## config.mk

```make
export PLATFORM = sky130hd
export DESIGN_NAME = video_crtc_prog
export DESIGN_NICKNAME = d
export VERILOG_FILES = /design/src/rtl/video_crtc_prog.sv
export SDC_FILE = /design/constraint.sdc
export NUM_CORES = 1
export LEC_CHECK = 0
export CORE_ASPECT_RATIO = 0.6
export CORE_UTILIZATION = 39
export CTS_CLUSTER_DIAMETER = 100
export CTS_CLUSTER_SIZE = 40
export DETAILED_ROUTE_END_ITERATION = 8
export HOLD_SLACK_MARGIN = 0.02
export PLACE_DENSITY_LB_ADDON = 0.12
export SETUP_SLACK_MARGIN = 0.4
export SYNTH_ARGS = -nofsm -noshare
export SYNTH_HDL_FRONTEND = slang
export SYNTH_SLANG_ARGS = --single-unit
```

## constraint.sdc

```tcl
create_clock -name iClk25 -period 3.6 [get_ports iClk25]
set_clock_uncertainty 0.05 [all_clocks]
set_input_delay 0.36 -clock iClk25 [delete_from_list [all_inputs] [get_ports iClk25]]
set_output_delay 0.36 -clock iClk25 [all_outputs]
set_load 0.02 [all_outputs]
```

## src/rtl/video_crtc_prog.sv

```systemverilog
// video_crtc_prog: programmable text-mode CRTC.
// Generates raster counters, the character address, the row/dot indices,
// the syncs, blanking and a blinking hardware cursor. All timing comes from
// a register file with a pending copy and an active copy. The active copy is
// loaded from the pending copy on the frame-wrap cycle, so a mode change
// never tears a frame.
//
// Ports:
//   iClk25       pixel clock, the only clock
//   iRst         synchronous active-high reset
//   iRegWr       register write strobe (writes the pending copy)
//   iRegIdx      register index 0-13; 14-15 are ignored
//   iRegData     write data, LSB-aligned, excess bits ignored
//   oAddr        character address of the current dot
//   oRA          raster row inside the character cell
//   oDA          dot index inside the character (0-7, or 0-15 with xdouble)
//   oHs, oVs     syncs; the level is (active XNOR polarity bit)
//   oBlank       high outside the visible area
//   oCursor      high while the cursor covers this dot
//   oFrameStart  high on the first dot of the frame (x=0, y=0)
module video_crtc_prog #(
   parameter int ADDR_W = 14,
   parameter int ROW_W  = 4,
   parameter int CNT_W  = 10
) (
   input  logic              iClk25,
   input  logic              iRst,
   input  logic              iRegWr,
   input  logic [3:0]        iRegIdx,
   input  logic [15:0]       iRegData,
   output logic [ADDR_W-1:0] oAddr,
   output logic [ROW_W-1:0]  oRA,
   output logic [3:0]        oDA,
   output logic              oHs,
   output logic              oVs,
   output logic              oBlank,
   output logic              oCursor,
   output logic              oFrameStart
);

   typedef struct packed {
      logic [CNT_W-1:0]  h_vis;
      logic [CNT_W-1:0]  h_sync_s;
      logic [CNT_W-1:0]  h_sync_e;
      logic [CNT_W-1:0]  h_total;
      logic [CNT_W-1:0]  v_vis;
      logic [CNT_W-1:0]  v_sync_s;
      logic [CNT_W-1:0]  v_sync_e;
      logic [CNT_W-1:0]  v_total;
      logic [ROW_W-1:0]  max_ra;
      logic [ADDR_W-1:0] stride;
      logic [ADDR_W-1:0] start_addr;
      logic [ADDR_W-1:0] cursor_addr;
      logic [ROW_W-1:0]  cur_start;
      logic [ROW_W-1:0]  cur_end;
      logic [4:0]        ctrl;   // {ydouble, xdouble, cursor_en, vs_pol, hs_pol}
   } regs_t;

   function automatic regs_t reset_regs();
      regs_t r;
      r.h_vis       = CNT_W'(639);
      r.h_sync_s    = CNT_W'(656);
      r.h_sync_e    = CNT_W'(752);
      r.h_total     = CNT_W'(799);
      r.v_vis       = CNT_W'(399);
      r.v_sync_s    = CNT_W'(412);
      r.v_sync_e    = CNT_W'(414);
      r.v_total     = CNT_W'(448);
      r.max_ra      = ROW_W'(7);
      r.stride      = ADDR_W'(80);
      r.start_addr  = '0;
      r.cursor_addr = '0;
      r.cur_start   = ROW_W'(6);
      r.cur_end     = ROW_W'(7);
      r.ctrl        = 5'h10;
      return r;
   endfunction

   regs_t             pend_q, pend_d;
   regs_t             act_q, act_d;
   logic [CNT_W-1:0]  x_q, x_d;
   logic [CNT_W-1:0]  y_q, y_d;
   logic [ROW_W-1:0]  ra_q, ra_d;
   logic [ADDR_W-1:0] row_base_q, row_base_d;
   logic [4:0]        blink_q, blink_d;

   logic eol;
   logic wrap;

   // Only part of the write data reaches any register.
   wire unused_ok = &{1'b0, iRegData};

   always_comb begin
      pend_d     = pend_q;
      act_d      = act_q;
      x_d        = x_q + CNT_W'(1);
      y_d        = y_q;
      ra_d       = ra_q;
      row_base_d = row_base_q;
      blink_d    = blink_q;

      eol  = (x_q == act_q.h_total);
      wrap = eol && (y_q == act_q.v_total);

      // The copy below uses pend_q, so a write on the wrap cycle is only
      // activated at the following wrap.
      if (iRegWr) begin
         case (iRegIdx)
            4'd0:  pend_d.h_vis       = CNT_W'(iRegData);
            4'd1:  pend_d.h_sync_s    = CNT_W'(iRegData);
            4'd2:  pend_d.h_sync_e    = CNT_W'(iRegData);
            4'd3:  pend_d.h_total     = CNT_W'(iRegData);
            4'd4:  pend_d.v_vis       = CNT_W'(iRegData);
            4'd5:  pend_d.v_sync_s    = CNT_W'(iRegData);
            4'd6:  pend_d.v_sync_e    = CNT_W'(iRegData);
            4'd7:  pend_d.v_total     = CNT_W'(iRegData);
            4'd8:  pend_d.max_ra      = ROW_W'(iRegData);
            4'd9:  pend_d.stride      = ADDR_W'(iRegData);
            4'd10: pend_d.start_addr  = ADDR_W'(iRegData);
            4'd11: pend_d.cursor_addr = ADDR_W'(iRegData);
            4'd12: begin
               pend_d.cur_start = ROW_W'(iRegData);
               pend_d.cur_end   = ROW_W'(iRegData[15:8]);
            end
            4'd13: pend_d.ctrl        = iRegData[4:0];
            default: ;
         endcase
      end

      if (eol) begin
         x_d = '0;
         y_d = y_q + CNT_W'(1);
      end

      if (wrap) begin
         y_d        = '0;
         act_d      = pend_q;
         blink_d    = blink_q + 5'd1;
         // Row base restarts from the value being activated this cycle.
         ra_d       = '0;
         row_base_d = pend_q.start_addr;
      end else if (eol && (!act_q.ctrl[4] || y_q[0])) begin
         // With ydouble every character row spans two scan lines.
         if (ra_q == act_q.max_ra) begin
            ra_d       = '0;
            row_base_d = row_base_q + act_q.stride;
         end else begin
            ra_d = ra_q + ROW_W'(1);
         end
      end
   end

   always_ff @(posedge iClk25) begin
      if (iRst) begin
         pend_q     <= reset_regs();
         act_q      <= reset_regs();
         x_q        <= '0;
         y_q        <= '0;
         ra_q       <= '0;
         row_base_q <= '0;
         blink_q    <= '0;
      end else begin
         pend_q     <= pend_d;
         act_q      <= act_d;
         x_q        <= x_d;
         y_q        <= y_d;
         ra_q       <= ra_d;
         row_base_q <= row_base_d;
         blink_q    <= blink_d;
      end
   end

   // Everything below depends only on registered state.
   logic [CNT_W-1:0] col;
   logic             hs_act;
   logic             vs_act;

   always_comb begin
      col         = act_q.ctrl[3] ? (x_q >> 4) : (x_q >> 3);
      oDA         = act_q.ctrl[3] ? x_q[3:0] : {1'b0, x_q[2:0]};
      oAddr       = row_base_q + ADDR_W'(col);
      oRA         = ra_q;
      oBlank      = (x_q > act_q.h_vis) || (y_q > act_q.v_vis);
      hs_act      = (x_q >= act_q.h_sync_s) && (x_q < act_q.h_sync_e);
      vs_act      = (y_q >= act_q.v_sync_s) && (y_q < act_q.v_sync_e);
      oHs         = ~(hs_act ^ act_q.ctrl[0]);
      oVs         = ~(vs_act ^ act_q.ctrl[1]);
      oFrameStart = (x_q == '0) && (y_q == '0);
      oCursor     = act_q.ctrl[2] && blink_q[4] && !oBlank &&
                    (oAddr == act_q.cursor_addr) &&
                    (ra_q >= act_q.cur_start) && (ra_q <= act_q.cur_end);
   end

endmodule

```

After elaboration in Yosys (flattened, before gate mapping). Cells that the tools add are included.

Flip-flop bits (word level): 307. Input port bits: 23. Output and inout port bits: 27. Logic and storage cells: 111.

Add/subtract/negate cells: 6. $lt $le $gt $ge: 8. Equality and inequality tests: 17. Mux-type cells: 6. Bitwise gates (word level): 4. Reductions and logical operators: 36.

Operators by type and width (number): 2-to-1 mux 14 bit (3); AND reduction 2 bit (15); == test 4 bit, second input constant (6); adder 10 x 1 -> 10 bit, second input constant (2); == test 10 bit (2); greater-or-equal comparator 10 bit (2); greater-than comparator 10 bit (2); zero test 10 bit (2); < comparator 10 bit (2); == test 4 x 3 -> 1 bit, second input constant (4); adder 14 bit (1); adder 14 x 7 -> 14 bit (1); == test 14 bit (1); logical AND 1 bit (10); == test 4 x 2 -> 1 bit, second input constant (2); 2-to-1 mux 4 bit (2); 2-to-1 mux 7 bit (1); adder 5 x 1 -> 5 bit, second input constant (1); adder 4 x 1 -> 4 bit, second input constant (1); == test 4 x 1 -> 1 bit, second input constant (1); == test 4 bit (1); greater-or-equal comparator 4 bit (1); <= comparator 4 bit (1); zero test 4 bit (1); 6 further kinds (12).

Longest topological paths before layout. Gate-level depths: netlist of run 1.

Depth after elaboration: 7. Depth in mapped cells: 13. Depth with buffers taken out: 12.

Least setup slack after synthesis of run 1. Ideal clock, no wire load.

Path kind: register -> output. Start: register act_q[3] (netlist bit). End: output port oCursor. Arrival time: 3328 ps. Data required time: 3190 ps. Slack: -138 ps. Stages on the path, launching flop included: 13. Path buffers: 1. Cell sequence: dfxtp_1 > clkbuf_1 > mux2_2 > ha_1 > inv_1 > fa_1 > xnor2_1 > xor2_1 > a211o_1 > a211o_1 > nor4_2 > nand4_1 > nor4b_2.

Longest elaborated chain between the ends: 6.

Ends and longest elaborated chain: start, declared (line 80) `regs_t act_q, act_d;`; start signal, assigned (line 156) `act_q <= reset_regs();`; start signal, assigned (line 164) `act_q <= act_d;`; 2-to-1 mux 7 bit (line 179) `col = act_q.ctrl[3] ? (x_q >> 4) : (x_q >> 3);`; adder 14 x 7 -> 14 bit (line 181) `oAddr = row_base_q + ADDR_W'(col);`; named net oAddr[2] (line 31) `output logic [ADDR_W-1:0] oAddr,`; == test 14 bit (line 190) `(oAddr == act_q.cursor_addr) &&`; logical AND 1 bit (line 189) `oCursor = act_q.ctrl[2] && blink_q[4] && !oBlank &&`; logical AND 1 bit (line 190); logical AND 1 bit (line 191) `(ra_q >= act_q.cur_start) && (ra_q <= act_q.cur_end);`; end, declared (line 37) `output logic oCursor,`.

The timed path passes the listed nets, and every way through them passes these cells.

Final worst setup path of run 1.
Start: register act_q[3] (netlist bit). End: output port oCursor.

Longest elaborated chain between the ends: 6.

Ends and longest elaborated chain (line): 2-to-1 mux 7 bit (179); adder 14 x 7 -> 14 bit (181); == test 14 bit (190); logical AND 1 bit (189); logical AND 1 bit (190); logical AND 1 bit (191).

No other way between the ends.

==> results.cfg, run 1 <==
[status]
status = finished, violations left
violations = setup timing

[cells_and_area]
stdcell_count = 2326
diodes = 0
final_layout_size_suffix_gt1_share_pct = 10.43
syn2layout_area_growth_pct = 13.97
nets = 1939
final_cell_mix = 393 x nand2_1, 300 x dfxtp_1, 162 x a21oi_1
final_common_cell = nand2_1
nFillCells = 3728
final_util_pct = 45.54

[clocking]
clk_latency_ns = 0.52
cts.sinks = 307
cts_tree = yes
cts_max_level = 1
clk_pin_slew_ns = 0.15
holdBufCountCts = 0
max-clock-path-buffers = 3
numCtsBuffers = 11
clockRootBuffer = clkbuf_16

[grt]
grtUsageTotal_pct = 22.21
grt_max_degree = 150
grt_pass1_wl_microns = 65950
grt_pass1_vias = 11281
grt_antenna_before_repair = 2
grt-ovfl-total = 0

[timing]
final_max_slew_viol_count = 0
fmax_mhz = 258.3
fin_crit_ns = 3.871
max_slew_margin_pct = 14.09
hold_viol = 0
finalCritPeriodShare_pct = 107.5
setup_violations = 1
worst_pin_slew_ns = 1.256
rsz0062_at_grt = true
setup_ws_ns = -0.2709

[critical_path]
rrSetupSlack_ns = 0.70
start_kind = flip-flop
slowest_stage = dfxtp_2
worstSetupPathType = reg -> out
worst_setup_path_end_kind = output port
path_cells = buf_6, mux2i_1, buf_4, fa_2, buf_4, xnor2_4, xor2_1, a211o_1, a211o_1, nor4_2, nand4_1, nor4b_4, buf_4
cp_common_cell = buf_4
worstPathRequired_ns = 3.19
r2r.worst_path.cells = 11
critPathMaxStageDelay_ns = 0.37
critPathArrivalTime_ns = 3.46
worstPathMaxFanout = 5

[route]
via_per_inst = 5.206
routed_wl_microns = 42900
ant_nets = 0
drt_pass1_iterations = 5
drc = 0
vias = 12108
wl_per_cell_microns = 18.44
drtIter0Drc = 1029

[place]
dp_hpwl_microns = 29200
place_inst = 2304
port_buffers = 47
gp_congestion = 0.8824

[floorplanning]
fp.dieW_microns = 252.1
initial_core_util_pct = 39.96
pin_count = 50
die_area_sq_um = 38330
num_rows = 54
die_h_microns = 152.0
core_area_sq_um = 36620

[synth]
synth_edf_count = 0
netlist_instances = 1766
syn-num-nets = 1883
synth_seq_area_share_pct = 42.00
synth_cell_types = 62
synth-main-ff-cell = dfxtp_1
syn_area_sq_um = 14630
syn_avg_cell_area_sq_um = 8.287
ys_seq_elements = 307
yosysWarnings = 0
synthArstFlopShare_pct = 0

[power_and_ir_drop]
pwr_density_cell_nw_per_um2 = 322.6
p_leak_nw = 6.812
ir_worst_vdd_mv = 0.2414

[run]
maxCapViolCount = 0

[min_path]
min_path_cells = 2
hold_path.class = reg -> reg
through the flow:
step	TNS (ns)	worst slack, ns	instance area (sq um)	hold slack [ns]	power (mW)
2_1_floorplan	0	0.4069	14780	0.3773	3.670
3_3_place_gp	-0.2878	-0.2878	16160	0.3817	3.797
3_5_place_dp	-0.2921	-0.2921	16160	0.3909	3.799
4_1_cts	-0.3163	-0.3106	16660	0.4058	5.440
5_1_grt	-0.6760	-0.4624	16680	0.4201	5.575
6_report	-0.2709	-0.2709	16680	0.4027	5.380
area by class of cell:
type                    count  area [sq um]  area share [%]
inverters                  80         300.3           1.800
repair buffers            152          1289           7.727
clock buffers              12         279.0           1.673
flip-flops and latches    307          6155           36.90
well taps                 504         630.6           3.781
multi-input cells        1270          8009           48.02
clock inverters             1         16.27         0.09752
registers in the layout (all words and copies together), names as in the netlist:
| register | cells |
|---|---|
| blink_q | 5 |
| x_q | 10 |
| act_q | 125 |
| oRA | 4 |
| row_base_q | 14 |
| pend_q | 139 |
| y_q | 10 |
Yosys cell counts (32+ instances only):
library cell	n	area [sq um]
a211o_1	67	586.8
a21oi_1	166	830.8
clkbuf_1	77	289.0
dfxtp_1	307	6146
ha_1	92	1151
inv_1	79	296.5
mux2i_1	32	320.3
nand2_1	396	1486
nand3b_1	47	352.8
nor2_1	137	514.2
nor2b_1	32	200.2
xnor2_1	47	411.6
xor2_1	36	315.3
routing by layer:
metal,vias to the layer above,wire [microns],GRT usage (%)
li1,6025,-,-
met1,5792,23080,35.73
met2,263,16510,30.59
met3,28,2823,4.026
met4,0,488,3.146
met5,-,0,0
where the power goes:
group,leakage (nW),total (mW),internal (mW),switching [mW]
sequential,2.48,3.44,3.43,0.0141
clock,0.144,1.65,0.574,1.08
combinational,4.18,0.287,0.0921,0.195
total,6.81,5.38,4.09,1.29
final timing paths:
check,startpoint,to
worst max-delay path,act_q[3],oCursor
worst min-delay path,pend_q[8],act_q[8]
worst max register to register,y_q[1],row_base_q[9]
worst min register to register,pend_q[8],act_q[8]
cell families after synthesis:
group	count (synthesis)	synth area share [%]
XOR/XNOR	84	5.079
AO/OA/AOI/OAI	339	15.06
buffers and inverters	189	5.224
multiplexers	37	2.574
AND/OR/NAND/NOR	716	21.93
flip-flops	307	42.00
adder cells (fa/ha/maj)	94	8.140
what timing repair did:
item                                    4_1_cts  5_1_grt
pin swaps                                    17       12
endpoints found under the setup margin       17       13
resized for setup                           101       13
endpoints found under the hold margin         0        0
cloned                                        0        0
setup buffers                                 9        0
worst max-delay path, delay by kind of cell, from the launching register on:
family	cells	cell delay, ns
adder cells (fa/ha/maj)	1	0.37
multiplexers	1	0.12
XOR/XNOR	2	0.29
AND/OR/NAND/NOR	3	0.60
AO/OA/AOI/OAI	2	0.56
buffers and inverters	4	0.63
flip-flops	1	0.37
Note: power is estimated with default switching activity, not from simulation.
==> inputs of run 2 (changes only) <==
--- a/config.mk
+++ b/config.mk
@@ -10,7 +10,7 @@
 export CTS_CLUSTER_DIAMETER = 100
 export CTS_CLUSTER_SIZE = 40
 export DETAILED_ROUTE_END_ITERATION = 8
-export HOLD_SLACK_MARGIN = 0.02
+export HOLD_SLACK_MARGIN = 0.1
 export PLACE_DENSITY_LB_ADDON = 0.12
 export SETUP_SLACK_MARGIN = 0.4
 export SYNTH_ARGS = -nofsm -noshare
==> results of run 2 <==
Final layout, timing and power as in run 1 (identical DEF).
